<file path="src/rtl/renesas_clkgen_pkg.sv">
// Package: renesas_clkgen_pkg
// Shared types for the RC38612A clock-generator programming block.
//   cfg_row_t  : one table row {dev_sel, reg_a, dat}
//   ADDR7_DEV* : 7-bit I2C addresses of the two generators
//   state_t    : sequencer states
//   addr_byte(): address byte {addr7, W=0} for a row
package renesas_clkgen_pkg;

  typedef struct packed {
    logic       dev_sel;
    logic [7:0] reg_a;
    logic [7:0] dat;
  } cfg_row_t;

  localparam logic [6:0] ADDR7_DEV0 = 7'h58;
  localparam logic [6:0] ADDR7_DEV1 = 7'h59;

  typedef enum logic [3:0] {
    ST_PWRUP,
    ST_LOAD,
    ST_START,
    ST_ADDR,
    ST_REG,
    ST_DATA,
    ST_ACK,
    ST_STOP,
    ST_GAP,
    ST_DONE,
    ST_ERR
  } state_t;

  function automatic logic [7:0] addr_byte(input logic dev_sel);
    return {(dev_sel ? ADDR7_DEV1 : ADDR7_DEV0), 1'b0};
  endfunction

endpackage

</file>
<file path="src/rtl/renesas_clkgen_i2c_cfg_if.sv">
// Interface: renesas_clkgen_i2c_cfg_if
// Open-drain I2C bus split into sampled pad levels and pull-low enables.
//   scl_i, sda_i   : pad levels seen by the master
//   scl_oe, sda_oe : 1 = pull the line low, 0 = release to the pull-up
// Modports: master (the configuration engine), slave (pad wrapper side).
interface renesas_clkgen_i2c_cfg_if;
  logic scl_i;
  logic sda_i;
  logic scl_oe;
  logic sda_oe;

  modport master (input scl_i, input sda_i, output scl_oe, output sda_oe);
  modport slave  (output scl_i, output sda_i, input scl_oe, input sda_oe);
endinterface

</file>
<file path="src/rtl/renesas_clkgen_cfg_rom.sv">
// Module: renesas_clkgen_cfg_rom
// Combinational register table written to the two generators.
//   idx : row index (rows past the table read as all zeros)
//   row : {dev_sel, reg_a, dat}
module renesas_clkgen_cfg_rom
  import renesas_clkgen_pkg::*;
(
  input  logic [7:0] idx,
  output cfg_row_t   row
);

  always_comb begin
    // NOTE: default first so every path assigns row; otherwise a latch is inferred.
    row = '0;
    case (idx)
      8'd0:  row = '{1'b0, 8'h00, 8'hA5};
      8'd1:  row = '{1'b0, 8'h01, 8'h3C};
      8'd2:  row = '{1'b0, 8'h10, 8'h81};
      8'd3:  row = '{1'b1, 8'h00, 8'h5A};
      8'd4:  row = '{1'b1, 8'h01, 8'hC3};
      8'd5:  row = '{1'b0, 8'h20, 8'h7E};
      8'd6:  row = '{1'b1, 8'h20, 8'hE7};
      8'd7:  row = '{1'b0, 8'h31, 8'h01};
      8'd8:  row = '{1'b1, 8'h31, 8'hFF};
      8'd9:  row = '{1'b0, 8'h40, 8'h00};
      8'd10: row = '{1'b1, 8'h40, 8'h96};
      8'd11: row = '{1'b0, 8'h52, 8'h69};
      8'd12: row = '{1'b1, 8'h52, 8'h0F};
      8'd13: row = '{1'b0, 8'h6F, 8'hF0};
      8'd14: row = '{1'b1, 8'h6F, 8'h55};
      8'd15: row = '{1'b0, 8'h7F, 8'hAA};
      default: row = '0;
    endcase
  end

endmodule

</file>
<file path="src/rtl/renesas_clkgen_i2c_cfg.sv">
// Module: renesas_clkgen_i2c_cfg
// After reset, waits for power-up, then writes every table row as one
// I2C transaction (START, addr, reg, dat, STOP) to the generator at
// 0x58 or 0x59. Stops on the first NACK.
//   clk, rst_n : system clock, async active-low reset (release synchronised)
//   i2c        : open-drain bus (master modport)
//   busy       : sequence in progress
//   done       : sticky, whole table ACKed
//   error      : sticky, a NACK was seen; err_idx holds the row
module renesas_clkgen_i2c_cfg
  import renesas_clkgen_pkg::*;
#(
  parameter string SIMULATION    = "false",
  parameter int    CLK_FREQ_HZ   = 300_000_000,
  parameter int    I2C_FREQ_HZ   = 400_000,
  parameter int    PWRUP_US      = 10_000,
  parameter int    PWRUP_SIM_CYC = 1_000,
  parameter int    NUM_ENTRIES   = 16
) (
  input  logic                           clk,
  input  logic                           rst_n,
  renesas_clkgen_i2c_cfg_if.master       i2c,
  output logic                           busy,
  output logic                           done,
  output logic                           error,
  output logic [7:0]                     err_idx
);

  localparam int QDIV      = CLK_FREQ_HZ / (4 * I2C_FREQ_HZ);
  localparam int Q_W       = (QDIV > 1) ? $clog2(QDIV) : 1;
  localparam int PWRUP_CYC = (SIMULATION == "true") ? PWRUP_SIM_CYC
                                                     : (CLK_FREQ_HZ / 1_000_000) * PWRUP_US;
  localparam int P_W       = $clog2(PWRUP_CYC + 1);
  localparam logic [7:0] LAST_ROW = 8'(NUM_ENTRIES - 1);

  // Reset asserts asynchronously through the chain and releases two clocks later.
  logic [1:0] rst_sync;
  logic       rst_int_n;

  always_ff @(posedge clk or negedge rst_n) begin
    if (!rst_n) rst_sync <= '0;
    else        rst_sync <= {rst_sync[0], 1'b1};
  end
  assign rst_int_n = rst_sync[1];

  logic [1:0] scl_sync, sda_sync;
  logic       scl_s, sda_s;

  always_ff @(posedge clk or negedge rst_int_n) begin
    if (!rst_int_n) begin
      scl_sync <= 2'b11;
      sda_sync <= 2'b11;
    end else begin
      scl_sync <= {scl_sync[0], i2c.scl_i};
      sda_sync <= {sda_sync[0], i2c.sda_i};
    end
  end
  assign scl_s = scl_sync[1];
  assign sda_s = sda_sync[1];

  cfg_row_t rom_row;
  logic [7:0] row_ptr;

  renesas_clkgen_cfg_rom u_rom (
    .idx (row_ptr),
    .row (rom_row)
  );

  state_t         state, next_st;
  logic [P_W-1:0] pwr_cnt;
  logic [7:0]     reg_q, dat_q, shifter;
  logic [2:0]     bit_cnt, gap_cnt;
  logic           nack;
  logic [Q_W-1:0] q_cnt;
  logic [1:0]     phase;
  logic           scl_oe_q, sda_oe_q;
  logic           q_end, tick;

  // Phase 2 is the SCL-high half just after release: a slave stretching
  // SCL keeps the quarter from ending until the line really reads high.
  assign q_end = (q_cnt == Q_W'(QDIV - 1));
  assign tick  = q_end && !(phase == 2'd2 && !scl_s);

  always_ff @(posedge clk or negedge rst_int_n) begin
    if (!rst_int_n) begin
      state    <= ST_PWRUP;
      next_st  <= ST_REG;
      pwr_cnt  <= P_W'(PWRUP_CYC);
      row_ptr  <= '0;
      reg_q    <= '0;
      dat_q    <= '0;
      shifter  <= '0;
      bit_cnt  <= '0;
      gap_cnt  <= '0;
      nack     <= 1'b0;
      q_cnt    <= '0;
      phase    <= '0;
      scl_oe_q <= 1'b0;
      sda_oe_q <= 1'b0;
      busy     <= 1'b0;
      done     <= 1'b0;
      error    <= 1'b0;
      err_idx  <= '0;
    end else begin
      // NOTE: state registers use non-blocking assignment so every branch sees pre-edge values.
      if (state == ST_PWRUP || state == ST_LOAD) begin
        q_cnt <= '0;
        phase <= '0;
      end else if (tick) begin
        q_cnt <= '0;
        phase <= phase + 2'd1;
      end else if (!q_end) begin
        q_cnt <= q_cnt + Q_W'(1);
      end

      case (state)
        ST_PWRUP: begin
          busy <= 1'b1;
          if (pwr_cnt == '0) state <= ST_LOAD;
          else               pwr_cnt <= pwr_cnt - P_W'(1);
        end

        ST_LOAD: begin
          reg_q   <= rom_row.reg_a;
          dat_q   <= rom_row.dat;
          shifter <= addr_byte(rom_row.dev_sel);
          bit_cnt <= '0;
          nack    <= 1'b0;
          state   <= ST_START;
        end

        // SDA falls in quarter 2 with SCL high, SCL falls at the end.
        ST_START: if (tick) begin
          if (phase == 2'd1) sda_oe_q <= 1'b1;
          if (phase == 2'd3) begin
            scl_oe_q <= 1'b1;
            state    <= ST_ADDR;
          end
        end

        ST_ADDR, ST_REG, ST_DATA: if (tick) begin
          case (phase)
            2'd0: sda_oe_q <= ~shifter[7];
            2'd1: scl_oe_q <= 1'b0;
            2'd3: begin
              scl_oe_q <= 1'b1;
              shifter  <= {shifter[6:0], 1'b0};
              bit_cnt  <= bit_cnt + 3'd1;
              if (bit_cnt == 3'd7) begin
                state   <= ST_ACK;
                next_st <= (state == ST_ADDR) ? ST_REG :
                           (state == ST_REG)  ? ST_DATA : ST_STOP;
              end
            end
            default: ;
          endcase
        end

        ST_ACK: if (tick) begin
          case (phase)
            2'd0: sda_oe_q <= 1'b0;
            2'd1: scl_oe_q <= 1'b0;
            2'd2: nack     <= sda_s;
            2'd3: begin
              scl_oe_q <= 1'b1;
              if (nack) begin
                state <= ST_STOP;
              end else begin
                state   <= next_st;
                shifter <= (next_st == ST_REG) ? reg_q : dat_q;
              end
            end
          endcase
        end

        // SDA is pulled low under SCL low, then rises while SCL is high.
        ST_STOP: if (tick) begin
          case (phase)
            2'd0: sda_oe_q <= 1'b1;
            2'd1: scl_oe_q <= 1'b0;
            2'd2: sda_oe_q <= 1'b0;
            2'd3: begin
              if (nack) begin
                state   <= ST_ERR;
                error   <= 1'b1;
                err_idx <= row_ptr;
                busy    <= 1'b0;
              end else begin
                state   <= ST_GAP;
                gap_cnt <= '0;
              end
            end
          endcase
        end

        ST_GAP: if (tick) begin
          gap_cnt <= gap_cnt + 3'd1;
          if (gap_cnt == 3'd7) begin
            if (row_ptr == LAST_ROW) begin
              state <= ST_DONE;
              done  <= 1'b1;
              busy  <= 1'b0;
            end else begin
              row_ptr <= row_ptr + 8'd1;
              state   <= ST_LOAD;
            end
          end
        end

        ST_DONE, ST_ERR: ;

        default: state <= ST_ERR;
      endcase
    end
  end

  assign i2c.scl_oe = scl_oe_q;
  assign i2c.sda_oe = sda_oe_q;

endmodule

</file>
<file path="src/flat_wrapper.sv">
// flat-port wrapper written by rule: the top's interface ports become plain ports
module renesas_clkgen_i2c_cfg_flat import renesas_clkgen_pkg::*;
#(
  parameter string SIMULATION    = "     ",
  parameter int    CLK_FREQ_HZ   = 300_000_000,
  parameter int    I2C_FREQ_HZ   = 400_000,
  parameter int    PWRUP_US      = 10_000,
  parameter int    PWRUP_SIM_CYC = 1_000,
  parameter int    NUM_ENTRIES   = 16
)
  (clk, rst_n, busy, done, error, err_idx, i2c_scl_i, i2c_sda_i, i2c_scl_oe, i2c_sda_oe);
  renesas_clkgen_i2c_cfg_if i2c_i ();
  input  logic clk;
  input  logic rst_n;
  output logic busy;
  output logic done;
  output logic error;
  output logic [7:0] err_idx;
  input wire logic [$bits(i2c_i.scl_i)-1:0] i2c_scl_i;
  input wire logic [$bits(i2c_i.sda_i)-1:0] i2c_sda_i;
  output wire logic [$bits(i2c_i.scl_oe)-1:0] i2c_scl_oe;
  output wire logic [$bits(i2c_i.sda_oe)-1:0] i2c_sda_oe;
  assign i2c_i.scl_i = i2c_scl_i;
  assign i2c_i.sda_i = i2c_sda_i;
  assign i2c_scl_oe = i2c_i.scl_oe;
  assign i2c_sda_oe = i2c_i.sda_oe;
  renesas_clkgen_i2c_cfg #(.SIMULATION(SIMULATION), .CLK_FREQ_HZ(CLK_FREQ_HZ), .I2C_FREQ_HZ(I2C_FREQ_HZ), .PWRUP_US(PWRUP_US), .PWRUP_SIM_CYC(PWRUP_SIM_CYC), .NUM_ENTRIES(NUM_ENTRIES)) u_core (.clk(clk), .rst_n(rst_n), .i2c(i2c_i), .busy(busy), .done(done), .error(error), .err_idx(err_idx));
endmodule
</file>
<file path="config.mk">
export PLATFORM = sky130hd
export DESIGN_NAME = renesas_clkgen_i2c_cfg_flat
export DESIGN_NICKNAME = d
export VERILOG_FILES = /design/src/rtl/renesas_clkgen_pkg.sv /design/src/rtl/renesas_clkgen_i2c_cfg_if.sv /design/src/rtl/renesas_clkgen_cfg_rom.sv /design/src/rtl/renesas_clkgen_i2c_cfg.sv /design/src/flat_wrapper.sv
export SDC_FILE = /design/constraint.sdc
export NUM_CORES = 1
export LEC_CHECK = 0
export BUFFER_PORTS_ARGS = -buffer_cell sky130_fd_sc_hd__buf_2
export CAP_MARGIN = 40
export CELL_PAD_IN_SITES_DETAIL_PLACEMENT = 0
export CELL_PAD_IN_SITES_GLOBAL_PLACEMENT = 2
export CORE_MARGIN = 2
export CORE_UTILIZATION = 37
export CTS_CLUSTER_DIAMETER = 80
export DETAILED_ROUTE_END_ITERATION = 12
export GPL_TIMING_DRIVEN = 0
export PLACE_DENSITY = 0.74
export SLEW_MARGIN = 20
export SYNTH_ARGS = -nofsm -noshare
export SYNTH_HDL_FRONTEND = slang
export SYNTH_SLANG_ARGS = --single-unit
</file>
<file path="constraint.sdc">
create_clock -name clk -period 2.64 [get_ports clk]
set_clock_uncertainty 0.15 [all_clocks]
set_input_delay 0.132 -clock clk [delete_from_list [all_inputs] [get_ports clk]]
set_output_delay 0.132 -clock clk [all_outputs]
set_load 0.01 [all_outputs]
</file>
# Word level (Yosys, flattened, before mapping)
# Memories as Yosys holds them, arrays and structs flattened.
# Cells that the tools add are included.
[classes]
n_addsub = 6
eq_ne = 43
n_mux = 66
n_bitwise = 4
reduce_logical = 33
[ops]
columns = ["operator", "count"]
rows = [
  ["two-way mux 8 bit", 9],
  ["two-way mux 4 bit", 15],
  ["inequality test 2 x 1 -> 1 bit, second input constant", 19],
  ["case mux 4 bit (8 select lines)", 1],
  ["case mux 8 bit (3 select lines)", 1],
  ["logical NOT 22 bit", 1],
  ["subtractor 22 x 1 -> 22 bit, second input constant", 1],
  ["two-way mux 1 bit", 21],
  ["equality test 4 x 3 -> 1 bit, second input constant", 5],
  ["two-way mux 3 bit", 6],
  ["two-way mux 17 bit", 1],
  ["adder 8 x 1 -> 8 bit, second input constant", 2],
  ["AND reduction 4 bit", 4],
  ["AND reduction 7 bit", 2],
  ["AND reduction 13 bit", 1],
  ["equality test 4 bit, second input constant", 3],
  ["case mux 3 bit (2 select lines)", 2],
  ["AND reduction 9 bit", 1],
  ["nonzero test 3 bit", 3],
  ["equality test 4 x 2 -> 1 bit, second input constant", 2],
  ["equality test 8 x 4 -> 1 bit, second input constant", 1],
  ["equality test 8 bit, second input constant", 1],
  ["logical NOT 4 bit", 2],
  ["two-way mux 2 bit", 4],
  ["27 further kinds", 44],
]
[word_totals]
reg_bits = 98
mem_bits_ro = 256
inputBits = 4
output_inout_bits = 13
elab_cells = 174
n_memories = 1
[mem_list]
columns = ["memory", "words", "width", "read_ports", "rd_clocked_by_memory_dff", "wr", "line", "rtl"]
rows = [
  ["(name not given)", 16, 16, 1, 0, 0, "renesas_clkgen_cfg_rom.sv:15", "case (idx)"],
]

# Logic depth before layout (Yosys ltp)
# Gate-level depths: netlist of the first run.
[logic_depth]
ltp_word = 6
mapped_depth = 8

# Hierarchy
# From an unflattened synthesis of the first run, not the netlist that was laid out.
[hier_totals]
hier_cells = 488
hier_area_um2 = 5129.9
[modules_own_cells]
columns = ["module", "n_inst", "cells_each", "area_each_um2", "seq_area_each_um2"]
rows = [
  ["renesas_clkgen_i2c_cfg", 1, 420, 4693.3, 2419.8],
  ["renesas_clkgen_cfg_rom", 1, 68, 436.7, 0.0],
]

# Worst setup path after synthesis of the first run
# No wires, ideal clock.
[synth_path]
path_type = "reg2reg"
from = "register u_core.pwr_cnt[4]"
to = "register u_core.pwr_cnt[17]"
arrival_ps = 2069
required_time_ps = 2358
slack_ps = 290
stages_incl_launch_ff = 7
synth_period_minus_slack_ps = 2350
path_cell_list = "dfrtp_1 > or4_4 > or4_4 > o21ai_2 > buf_6 > nor3_1 > xor2_1"
[synth_via]
elab_chain_cells = 3
word_cells_on_any_way = 4
[synth_lines]
columns = ["element", "line", "rtl"]
rows = [
  ["start, declared", "renesas_clkgen_i2c_cfg.sv:70", "logic [P_W-1:0] pwr_cnt;"],
  ["start signal, assigned", "renesas_clkgen_i2c_cfg.sv:88", "pwr_cnt <= P_W'(PWRUP_CYC);"],
  ["start signal, assigned", "renesas_clkgen_i2c_cfg.sv:120", "else pwr_cnt <= pwr_cnt - P_W'(1);"],
  ["branches (longest 3 deep; another with subtractor 22 x 1 -> 22 bit)", "-", ""],
]
# Parallel ways; which one is timed is not known.
# A chain may end at the register's enable or synchronous reset.

# Final worst setup path of the first run
[layout_path]
from = "register u_core.state[0]"
to = "register u_core.row_ptr[1]"
[layout_via]
elab_chain_cells = 2
[layout_lines]
columns = ["element", "line", "rtl"]
rows = [
  ["start, declared", "renesas_clkgen_i2c_cfg.sv:69", "state_t state, next_st;"],
  ["start signal, assigned", "renesas_clkgen_i2c_cfg.sv:169", "state <= next_st;"],
  ["equality test 4 bit", "renesas_clkgen_i2c_cfg.sv:116", "case (state)"],
  ["AND reduction 4 bit (no line)", "-", ""],
  ["end signal, assigned", "renesas_clkgen_i2c_cfg.sv:204", "row_ptr <= row_ptr + 8'd1;"],
  ["end, declared", "renesas_clkgen_i2c_cfg.sv:62", "logic [7:0] row_ptr;"],
]
# No other way between the ends.

==> results of run 1 <==
[stage by stage]
| stage | TNS, ps | util (%) | total power, µW | setup slack (ps) | hold WS, ps |
|---|---|---|---|---|---|
| after CTS | 0 | 42.7 | 2900 | 17.8 | 207 |
| final | 0 | 43.0 | 2850 | 110 | 205 |
| after floorplan | 0 | - | 1500 | 290 | -314 |
| after global placement | -2900 | 39.8 | 1510 | -199 | -233 |
| after detailed placement | -3720 | 40.0 | 1510 | -235 | -223 |
| after global routing | 0 | 43.0 | 2960 | 1.25 | 210 |
[cell families after synthesis]
logic type / count (synthesis)
compound gates: 103
xor+xnor: 31
fa+ha+maj: 19
buf+inv: 40
flops: 94
mux: 28
other cells: 1
simple gates: 164
[flip-flops by register name (all words and copies together) (netlist names)]
register	cells
u_core.phase	2
u_core.i2c.sda_oe	1
u_core.i2c.scl_oe	1
u_core.state	4
u_core.scl_sync	2
u_core.next_st	2
u_core.reg_q	6
u_core.pwr_cnt	22
u_core.q_cnt	8
u_core.nack	1
u_core.err_idx	8
u_core.shifter	8
u_core.dat_q	8
u_core.done	1
u_core.bit_cnt	3
u_core.sda_sync	2
u_core.rst_sync	2
u_core.error	1
u_core.busy	1
u_core.row_ptr	8
u_core.gap_cnt	3
[worst paths after layout]
check,from,depth (start not counted),endpoint
worst max-delay path,u_core.state[0],7,u_core.row_ptr[1]
worst min-delay path,u_core.rst_sync[1],0,u_core.err_idx[3]
worst max register to register,u_core.state[0],7,u_core.row_ptr[1]
worst min register to register,u_core.rst_sync[1],0,u_core.err_idx[3]
max in group asynchronous,u_core.rst_sync[1],1,u_core.pwr_cnt[6]
min in group clk,u_core.scl_sync[0],0,u_core.scl_sync[1]
[repair_timing]
action                                  in CTS  in global routing
gates resized for setup                      2                 17
hold endpoints to repair                     4                  0
hold buffers                                 4                  0
endpoints found under the setup margin      24                 38
[power by group]
group	switching [µW]	internal (µW)
logic	15.4	9.84
registers	15.7	1450
clock network	592	773
[per-layer routing]
metal  routed length (µm)  up-vias  track usage (%)
met5                    0        -                0
met1                 5470     1805             23.3
li1                     -     1794                -
met2                 5360       27             25.9
met3                  232        8             2.49
met4                  172        0             6.84
[area by class of cell]
cell class / instances / area (µm²) / share of cell area, %
Sequential cell: 94 / 2370 / 42.0
Inverter: 14 / 52.6 / 0.931
Multi-Input combinational cell: 346 / 2420 / 43.0
Tap cell: 176 / 220 / 3.90
Clock inverter: 5 / 65.1 / 1.15
Timing Repair Buffer: 22 / 153 / 2.70
Buffer: 25 / 114 / 2.02
Clock buffer: 11 / 243 / 4.30
[layout by cell type, fill, tap and decap left out, types with 5 or more instances in the layout]
cell type	synthesis	routed
sky130_fd_sc_hd__a22o_1	6	6
sky130_fd_sc_hd__xor2_1	21	21
sky130_fd_sc_hd__nor4_1	8	8
sky130_fd_sc_hd__mux2i_1	6	6
sky130_fd_sc_hd__buf_2	4	21
sky130_fd_sc_hd__and3_1	5	5
sky130_fd_sc_hd__dfrtp_1	80	79
sky130_fd_sc_hd__nand3_1	10	10
sky130_fd_sc_hd__xnor2_1	10	10
sky130_fd_sc_hd__nor2_1	24	24
sky130_fd_sc_hd__nand2_1	52	51
sky130_fd_sc_hd__nor3_1	16	15
sky130_fd_sc_hd__clkbuf_16	0	9
sky130_fd_sc_hd__ha_1	18	18
sky130_fd_sc_hd__mux2_2	22	22
sky130_fd_sc_hd__a21oi_1	24	23
sky130_fd_sc_hd__nand2b_1	6	6
sky130_fd_sc_hd__clkbuf_1	21	15
sky130_fd_sc_hd__inv_1	13	13
sky130_fd_sc_hd__clkbuf_2	0	6
sky130_fd_sc_hd__o21ai_0	34	34
sky130_fd_sc_hd__or4_1	5	5
sky130_fd_sc_hd__dfstp_2	14	14
[worst max-delay path, cell delays in order, from the launching register on]
cell and delay (ps):
sky130_fd_sc_hd__dfrtp_1 360, sky130_fd_sc_hd__clkbuf_1 200, sky130_fd_sc_hd__or4b_4 610, sky130_fd_sc_hd__nor4_4 300, sky130_fd_sc_hd__and2_1 180, sky130_fd_sc_hd__buf_2 210
sky130_fd_sc_hd__nand2_2 130, sky130_fd_sc_hd__mux2_2 290
==> metrics.md, run 1 <==
| Metric | Value |
|---|---|
| Vias per Instance | between 5 and 6 |
| Number of placed I/O pins | 17 |
| Yosys top cell area share | between 40 and 50% |
| Effective utilization at floorplan | between 30 and 40% |
| Initial DRC count | between 150 and 200 |
| Clock-pin slew on the worst setup and hold paths | roughly 70 ps |
| Layout cell share with drive strength beyond 1 | 19.3% |
| Final-report max-slew violation count | 0 |
| Relative slew margins | 57.7% |
| Clock root buffer | sky130_fd_sc_hd__clkbuf_16 |
| Max_cap viols | 0 |
| Crit path max fanout | 9 |
| Net count reported at finish | approximately 530 |
| Dominant cell type by area after synthesis | sky130_fd_sc_hd__dfrtp_1 |
| Routed wire length | 11.2 mm |
| Number of buffers added on ports | 16 |
| Setup slack, reg-to-reg | around 110 ps |
| Main combinational cell family by area after synthesis | simple AND/OR/NAND/NOR gates |
| Static power due to leakage | between 0.002 and 0.003 µW |
| Number of diodes | 0 |
| Cell Pwr Density | 505 nW/µm² |
| Final global-route overflow total | 0 |
| Count of antenna-violating nets left after detailed routing | 0 |
| Final number of hold-violating endpoints | 0 |
| Number of register bits inferred by synthesis | 94 |
| Endpoint type of the worst setup path | flip-flop |
| Die span in y | about 120 µm |
| Mean area per synthesized cell | ~10 µm² |
| Async set-reset flop share out of synthesis | 100% |
| Initial antenna violation count | 0 |
| Yosys synthesis warning count | 0 |
| Required @ worst endpoint | 2730 ps |
| Syn nets | ~500 |
| Placed insts | slightly below 700 |
| Cell count after synthesis | 480 |
| Most frequent cell after synthesis | sky130_fd_sc_hd__dfrtp_1 |
| Simple-gate area share of the yosys netlist | a little under a fifth |
| Most common flop cell mapped by yosys | sky130_fd_sc_hd__dfrtp_1 |
| Insertion delay of the later-clocked pin in the worst-skew pair | between 300 and 400 ps |
| Row count | 42 |
| Avg WL per Cell | 16.2 µm |
| Total die area | between 10,000 and 15,000 µm² |
| Synthesized cell area | approximately 5000 µm² |
| First-pass iteration count of the detailed router | 6 |
| Routed vias | 3,634 |
| Outcome | finished, final reports clean |
| Number of clock sinks seen by CTS | between 90 and 100 |
| Crit Path Category | flip-flop to flip-flop |
| Worst Hold Class | flip-flop to async pin |
| Post-synth EDFFs | 0 |
| Number of fill cells | 1,293 |
| Maximum number of pins on one net before global-route repair | 48 |
| Arr. time, crit path | between 2000 and 3000 ps |
| Most frequent cells after synthesis | 80 x sky130_fd_sc_hd__dfrtp_1, 52 x sky130_fd_sc_hd__nand2_1, 34 x sky130_fd_sc_hd__o21ai_0, 24 x sky130_fd_sc_hd__a21oi_1, 24 x sky130_fd_sc_hd__nor2_1 |
| Maximum achievable frequency | between 300 and 400 MHz |
| Critical path startpoint category | flip-flop |
| Compound-cell area share of the yosys netlist | between 10% and 20% |
| Post-detail-place hpwl | slightly below 8 mm |
| Clock buffer count from CTS | 9 |
| Actual slew at the worst max-slew pin | between 600 and 700 ps |
| TritonCTS clock tree | done |
| Final instance count without filler cells | between 600 and 700 |
| Chip width | 119 µm |
| Post-Synth Adder-Cell Area | 4.78% |
| Unrepaired setup endpoints after global routing | false |
| Global-route wire length before repair | ~19 mm |
| Drt drc | 0 |
| # H-tree levels | 3 |
| Xor/xnor cell area share of the yosys netlist | 5.52% |
| IR Drop Worst-Case VDD | 0.000251 V |
| Multiplexer area fraction after synthesis | between 6 and 7% |
| Post-CTS Repair Setup Buffers | 0 |
| Biggest area contributors in the synthesized netlist | sky130_fd_sc_hd__dfrtp_1 41%, sky130_fd_sc_hd__dfstp_2 7.5%, sky130_fd_sc_hd__mux2_2 5.0% |
| Overall Global Routing Usage | approximately 17% |
| Instance area after placement | 5260 µm² |
| Final design instance area without fill | between 5000 and 6000 µm² |
| Placer Congestion | 0.804 |
| Setup violators final | 0 |
| Final period utilization | 95.9% |
| Fin crit period | 2530 ps |
| Synth unique cells | 67 |
| Core ar. | roughly 13,000 µm² |
| Area delta synth->final | 14.7% |
| Bufs on Longest Clock Path | 2 |
| Post-synthesis sequential area ratio | around half |
| Vias in the first global route | ~3,600 |
Note: power is estimated with default switching activity, not from simulation.
==> run 2, diff against run 1 <==
--- a/config.mk
+++ b/config.mk
@@ -5,7 +5,7 @@
 export SDC_FILE = /design/constraint.sdc
 export NUM_CORES = 1
 export LEC_CHECK = 0
-export BUFFER_PORTS_ARGS = -buffer_cell sky130_fd_sc_hd__buf_2
+export BUFFER_PORTS_ARGS = -buffer_cell sky130_fd_sc_hd__buf_4
 export CAP_MARGIN = 40
 export CELL_PAD_IN_SITES_DETAIL_PLACEMENT = 0
 export CELL_PAD_IN_SITES_GLOBAL_PLACEMENT = 2
==> run 2 against run 1 <==
Compared with the run above:
- worst hold slack gained 1.1 ps
- critical path type unchanged
- fmax rose by 1.5%
- largest power group unchanged
- core utilization rose by 0.41 points
==> metrics.md, run 2 (synthesis gave the netlist of run 1 again) <==
| Metric | Value |
|---|---|
| Avg WL per Cell | 16.1 µm |
| Global-route wire length before repair | between 15 and 20 mm |
| Required @ worst endpoint | ~2700 ps |
| Drt drc | 0 |
| Setup violators final | 0 |
| Cell Pwr Density | roughly 500 nW/µm² |
| Largest Register | u_core.pwr_cnt |
| Reg-to-reg startpoint | u_core.pwr_cnt[4] |
| Final-report max-slew violation count | 0 |
| Relative slew margins | 55.8% |
| Maximum achievable frequency | ~400 MHz |
| Post-CTS Repair Setup Buffers | 0 |
| Unrepaired setup endpoints after global routing | true |
| Top library cells by usage in the layout, fill and taps aside | 79 x sky130_fd_sc_hd__dfrtp_1, 51 x sky130_fd_sc_hd__nand2_1, 34 x sky130_fd_sc_hd__o21ai_0, 23 x sky130_fd_sc_hd__nor2_1, 23 x sky130_fd_sc_hd__a21oi_1 |
| Maximum number of pins on one net before global-route repair | between 40 and 50 |
| Routed vias | 3,632 |
| Worst slack after detailed placement | -214 ps |
| Placed insts | approximately 670 |
| Setup WS post-layout | around 150 ps |
| Final period utilization | 94.4% |
| Final instance count without filler cells | 693 |
| Initial antenna violation count | 0 |
| Arr. time, crit path | about 2600 ps |
| Hold Path Depth | 0 |
| Final number of hold-violating endpoints | 0 |
| Clock-pin slew on the worst setup and hold paths | roughly 70 ps |
| IR Drop Worst-Case VDD | 0.000306 V |
| Endpoint type of the worst setup path | flip-flop |
| Net count reported at finish | roughly 530 |
| Max_cap viols | 0 |
| Vias per Instance | around 5.2 |
| Share of power burned in registers | 51.3% |
| Chip width | ~120 µm |
| Total routed wire length on the met1 layer | roughly 5.4 mm |
| Total die area | 14,200 µm² |
| Routed wire length | 11.2 mm |
| Instance area after placement | around 5300 µm² |
| Hold Startpoint | u_core.scl_sync[0] |
| Die span in y | ~120 µm |
| Layout Utilization | ~43% |
| Layout cell share with drive strength beyond 1 | between 10% and 20% |
| Crit path max fanout | 10 |
| Register-to-Register Path Depth | 6 |
| First-pass iteration count of the detailed router | 4 |
| Worst Hold Class | flip-flop to flip-flop |
| Number of diodes | 0 |
| Vias in the first global route | about 3,600 |
| Insertion delay of the later-clocked pin in the worst-skew pair | around 350 ps |
| Switching portion of total power | a little over a fifth |
| Internal power consumption | between 2000 and 2500 µW |
| Setup slack, reg-to-reg | approximately 150 ps |
| Number of buffers added on ports | 16 |
| Static power due to leakage | 0.00258 µW |
| Final global-route overflow total | 0 |
| Row count | 42 |
| Crit Path Category | flip-flop to flip-flop |
| Routed length on met3 | approximately 240 µm |
| Reg-to-Reg End | u_core.pwr_cnt[11] |
| Number of placed I/O pins | 17 |
| Outcome | finished, final reports clean |
| Actual slew at the worst max-slew pin | about 660 ps |
| Core ar. | around 13,000 µm² |
| Switching Power | 605 µW |
| Fin crit period | approximately 2500 ps |
| # H-tree levels | 3 |
| Overall Global Routing Usage | around 17% |
| Clock buffer count from CTS | 9 |
| Post-detail-place hpwl | around 7.8 mm |
| Final design instance area without fill | 5700 µm² |
| Bufs on Longest Clock Path | 2 |
| Initial DRC count | 193 |
| Count of antenna-violating nets left after detailed routing | 0 |
| Highest routed layer | met4 |
| Met2 wire length | approximately 5.4 mm |
| TritonCTS clock tree | done |
| Most common cell after layout, fill and taps aside | sky130_fd_sc_hd__dfrtp_1 |
| Number of clock sinks seen by CTS | 94 |
| Effective utilization at floorplan | between 30% and 40% |
| Clock root buffer | sky130_fd_sc_hd__clkbuf_16 |
| Number of flip-flops under the largest register name | 22 |
| Placer Congestion | between 0.7 and 0.8 |
| Comb power frac | less than 1% |
| Worst hold path endpoint | u_core.scl_sync[1] |
| Critical path startpoint category | flip-flop |
| Share of total power in the clock network | a little under half |
| Area delta synth->final | 15.8% |
[run 2: cell types whose count changed in the layout (fill, tap and decap cells not counted), sizes merged]
cell / previous run / this run
inv: 16 / 13
clkbuf: 31 / 32
clkinv: 2 / 3
clkinvlp: 0 / 1
[run 2: worst max-delay path: stages (launching register included)]
cell	delay, ps
sky130_fd_sc_hd__dfrtp_1	420
sky130_fd_sc_hd__or4_4	590
sky130_fd_sc_hd__or4_4	570
sky130_fd_sc_hd__o21ai_4	260
sky130_fd_sc_hd__buf_6	180
sky130_fd_sc_hd__nor3_1	70
sky130_fd_sc_hd__xor2_1	140
[run 2: worst max path at each step]
stage,startpoint,to,cells past startpoint
after floorplan,u_core.pwr_cnt[4],u_core.pwr_cnt[17],6
after global placement,u_core.phase[0],u_core.shifter[1],7
after detailed placement,u_core.phase[0],u_core.shifter[1],7
after CTS,u_core.state[0],u_core.row_ptr[1],7
after global routing,u_core.state[2],u_core.pwr_cnt[18],6
final,u_core.pwr_cnt[4],u_core.pwr_cnt[11],6
[run 2: power by group through the flow]
stage          Sequential (µW)  Clock, µW  Combinational (µW)
6_report                  1460       1360                26.2
5_1_grt                   1470       1460                30.5
4_1_cts                   1470       1410                28.0
3_5_place_dp              1490          0                23.4
3_3_place_gp              1500          0                3.98
2_1_floorplan             1500          0               0.346
[run 2: area by class of cell]
type	count	area (µm²)
Fill cell	1301	7440
Multi-Input combinational cell	346	2430
Sequential cell	94	2370
Clock buffer	12	256
Tap cell	176	220
Timing Repair Buffer	22	193
Buffer	25	114
Clock inverter	4	55.1
Inverter	14	52.6
[run 2: per-stage QoR]
| stage | hold WS (ps) | total power [µW] | TNS, ps |
|---|---|---|---|
| finish | 206 | 2850 | 0 |
| floorplan | -314 | 1500 | 0 |
| detailed placement | -231 | 1520 | -3350 |
| global placement | -236 | 1510 | -3150 |
| CTS | 208 | 2910 | 0 |
| global route | 210 | 2960 | -24.8 |
[run 2: repair_timing]
action / in CTS / in global routing
setup endpoints to repair: 22 / 40
hold buffers: 4 / 0
gates cloned: 0 / 0
gates resized for setup: 2 / 19
pin swaps: 0 / 1
hold endpoints to repair: 4 / 0
[run 2: metal layers]
layer	vias up	global-route usage (%)
met5	-	0
met4	0	5.66
met3	12	3.78
met2	35	26.7
met1	1803	22.2
li1	1782	-
==> run 3, diff against run 2 <==
--- a/config.mk
+++ b/config.mk
@@ -10,11 +10,11 @@
 export CELL_PAD_IN_SITES_DETAIL_PLACEMENT = 0
 export CELL_PAD_IN_SITES_GLOBAL_PLACEMENT = 2
 export CORE_MARGIN = 2
-export CORE_UTILIZATION = 37
+export CORE_UTILIZATION = 41
 export CTS_CLUSTER_DIAMETER = 80
 export DETAILED_ROUTE_END_ITERATION = 12
 export GPL_TIMING_DRIVEN = 0
-export PLACE_DENSITY = 0.74
+export PLACE_DENSITY = 0.77
 export SLEW_MARGIN = 20
 export SYNTH_ARGS = -nofsm -noshare
 export SYNTH_HDL_FRONTEND = slang
==> constraint.sdc (replaced) <==
create_clock -name clk -period 2.5 [get_ports clk]
set_clock_uncertainty 0.15 [all_clocks]
set_input_delay 0.125 -clock clk [delete_from_list [all_inputs] [get_ports clk]]
set_output_delay 0.125 -clock clk [all_outputs]
set_load 0.01 [all_outputs]
==> run 3 against run 2 <==
Compared with the run above:
- worst hold slack worse by 170 ps
- sequential power is 5% higher
- register-to-register slack got worse by 80 ps
- clock-buffer cell count fell by 3
- fmax is 2.6% higher
- final cell count fell by 4.0%
- non-clock buffer count is 1 higher
- critical path depth is 1 lower
- total power increased by 12%
- global-route usage is 2.0 points higher
- clock power up 18%
- core utilization grew 5.3 points
==> metrics.md, run 3 (synthesis gave the netlist of run 1 again) <==
| Metric | Value |
|---|---|
| Vias per Instance | around 5.6 |
| Core ar. | 11,900 µm² |
| Number of flip-flops under the largest register name | 22 |
| Maximum achievable frequency | approximately 410 MHz |
| Routed wire length | between 10 and 15 mm |
| Actual slew at the worst max-slew pin | approximately 600 ps |
| Insertion delay of the later-clocked pin in the worst-skew pair | 350 ps |
| Total routed wire length on the met1 layer | ~5.2 mm |
| Number of fill cells | approximately 1,100 |
| Top library cells by usage in the layout, fill and taps aside | 78 x sky130_fd_sc_hd__dfrtp_1, 50 x sky130_fd_sc_hd__nand2_1, 34 x sky130_fd_sc_hd__o21ai_0, 23 x sky130_fd_sc_hd__nor2_1, 23 x sky130_fd_sc_hd__a21oi_1 |
| Setup WS post-layout | between 70 and 80 ps |
| Die span in y | 114 µm |
| Met2 wire length | 5.44 mm |
| Required @ worst endpoint | around 2600 ps |
| Total die area | approximately 13,000 µm² |
| # H-tree levels | 3 |
| Crit Path Category | flip-flop to flip-flop |
| Largest Register | u_core.pwr_cnt |
| Instance area after placement | 5280 µm² |
| Arr. time, crit path | around 2600 ps |
| Effective utilization at floorplan | approximately two fifths |
| Bufs on Longest Clock Path | 2 |
| Initial antenna violation count | 0 |
| IR Drop Worst-Case VDD | ~0.00035 V |
| Fin crit period | roughly 2400 ps |
| Placed insts | 646 |
| Number of diodes | 0 |
| Crit path max fanout | 5 |
| Highest routed layer | met4 |
| Row count | 40 |
| Final design instance area without fill | approximately 5800 µm² |
| Post-detail-place hpwl | between 7 and 8 mm |
| Clock buffer count from CTS | 9 |
| Max_cap viols | 0 |
| Clock root buffer | sky130_fd_sc_hd__clkbuf_16 |
| Cell Pwr Density | between 500 and 600 nW/µm² |
| Count of antenna-violating nets left after detailed routing | 0 |
| Layout cell share with drive strength beyond 1 | about 21% |
| First-pass iteration count of the detailed router | 4 |
| Final number of hold-violating endpoints | 0 |
| Global-route wire length before repair | approximately 19 mm |
| Outcome | finished, final reports clean |
| Worst slack after detailed placement | -296 ps |
| Placer Congestion | ~0.80 |
| Final-report max-slew violation count | 0 |
| Number of buffers added on ports | 16 |
| Static power due to leakage | between 0.002 and 0.003 µW |
| Chip width | 114 µm |
| Endpoint type of the worst setup path | flip-flop |
| Worst Hold Class | flip-flop to async pin |
| Final period utilization | 97.1% |
| Area delta synth->final | 17.2% |
| Number of clock sinks seen by CTS | 94 |
| Layout Utilization | between 40% and 50% |
| Routed length on met3 | between 200 and 250 µm |
| Routed vias | about 3,700 |
| TritonCTS clock tree | done |
| Net count reported at finish | 535 |
| Vias in the first global route | about 3,700 |
| Relative slew margins | between 50% and 60% |
| Critical path startpoint category | flip-flop |
| Final instance count without filler cells | 665 |
| Clock-pin slew on the worst setup and hold paths | approximately 70 ps |
| Final global-route overflow total | 0 |
| Most common cell after layout, fill and taps aside | sky130_fd_sc_hd__dfrtp_1 |
| Maximum number of pins on one net before global-route repair | 46 |
| Setup slack, reg-to-reg | roughly 72 ps |
| Drt drc | 0 |
| Avg WL per Cell | about 17 µm |
| Overall Global Routing Usage | roughly a fifth |
| Number of placed I/O pins | 17 |
| Setup violators final | 0 |
| Unrepaired setup endpoints after global routing | true |
| Initial DRC count | 138 |
-- run 3: layout make-up --
type | count | area (µm²) | area share, %
plain buffers | 22 | 109 | 1.89
clock buffers | 9 | 225 | 3.90
clock inverters | 7 | 126 | 2.19
inverters | 14 | 52.6 | 0.911
multi-input cells | 346 | 2460 | 42.7
flip-flops and latches | 94 | 2370 | 41.2
well taps | 147 | 184 | 3.19
repair buffers | 26 | 235 | 4.08
-- run 3: report_power, final --
group          leakage [µW]  total (µW)  switching [µW]  internal [µW]
Combinational       0.00127        42.3            27.5           14.8
Sequential          0.00119        1540            6.06           1530
Clock              0.000169        1610             621            991
Total               0.00263        3190             654           2540
-- run 3: routing by layer --
layer / vias to the layer above / global-route usage (%)
met4: 0 / 7.40
met1: 1859 / 25.4
met2: 39 / 30.0
met3: 12 / 2.76
met5: - / 0
li1: 1782 / -
-- run 3: path summary, 6_finish.rpt --
path,cells past startpoint,end,start
max in group asynchronous,2,u_core.sda_sync[0],u_core.rst_sync[1]
hold reg to reg,0,u_core.pwr_cnt[17],u_core.rst_sync[1]
setup reg to reg,5,u_core.pwr_cnt[21],u_core.pwr_cnt[4]
setup / recovery,5,u_core.pwr_cnt[21],u_core.pwr_cnt[4]
hold / removal,0,u_core.pwr_cnt[17],u_core.rst_sync[1]
min in group clk,0,u_core.rst_sync[1],u_core.rst_sync[0]
-- run 3: critical path, stage by stage (launching register included) --
cell and delay, ps:
sky130_fd_sc_hd__dfrtp_1 420, sky130_fd_sc_hd__or4_4 580, sky130_fd_sc_hd__or2_4 260, sky130_fd_sc_hd__or4_4 560, sky130_fd_sc_hd__nor3_1 200, sky130_fd_sc_hd__xor2_1 180
-- run 3: what timing repair did --
action / CTS / global route
endpoints found under the hold margin: 4 / 0
pin swaps: 3 / 5
hold buffers: 4 / 0
resized for setup: 11 / 17
buffers inserted: 1 / 2
setup endpoints to repair: 37 / 58
-- run 3: metrics by stage --
stage,hold WS (ps),power (µW),TNS [ps]
2_1_floorplan,-321,1580,0
3_3_place_gp,-242,1590,-3430
3_5_place_dp,-240,1600,-4730
4_1_cts,37.4,3240,0
5_1_grt,48.7,3310,-82.6
6_report,32.8,3190,0
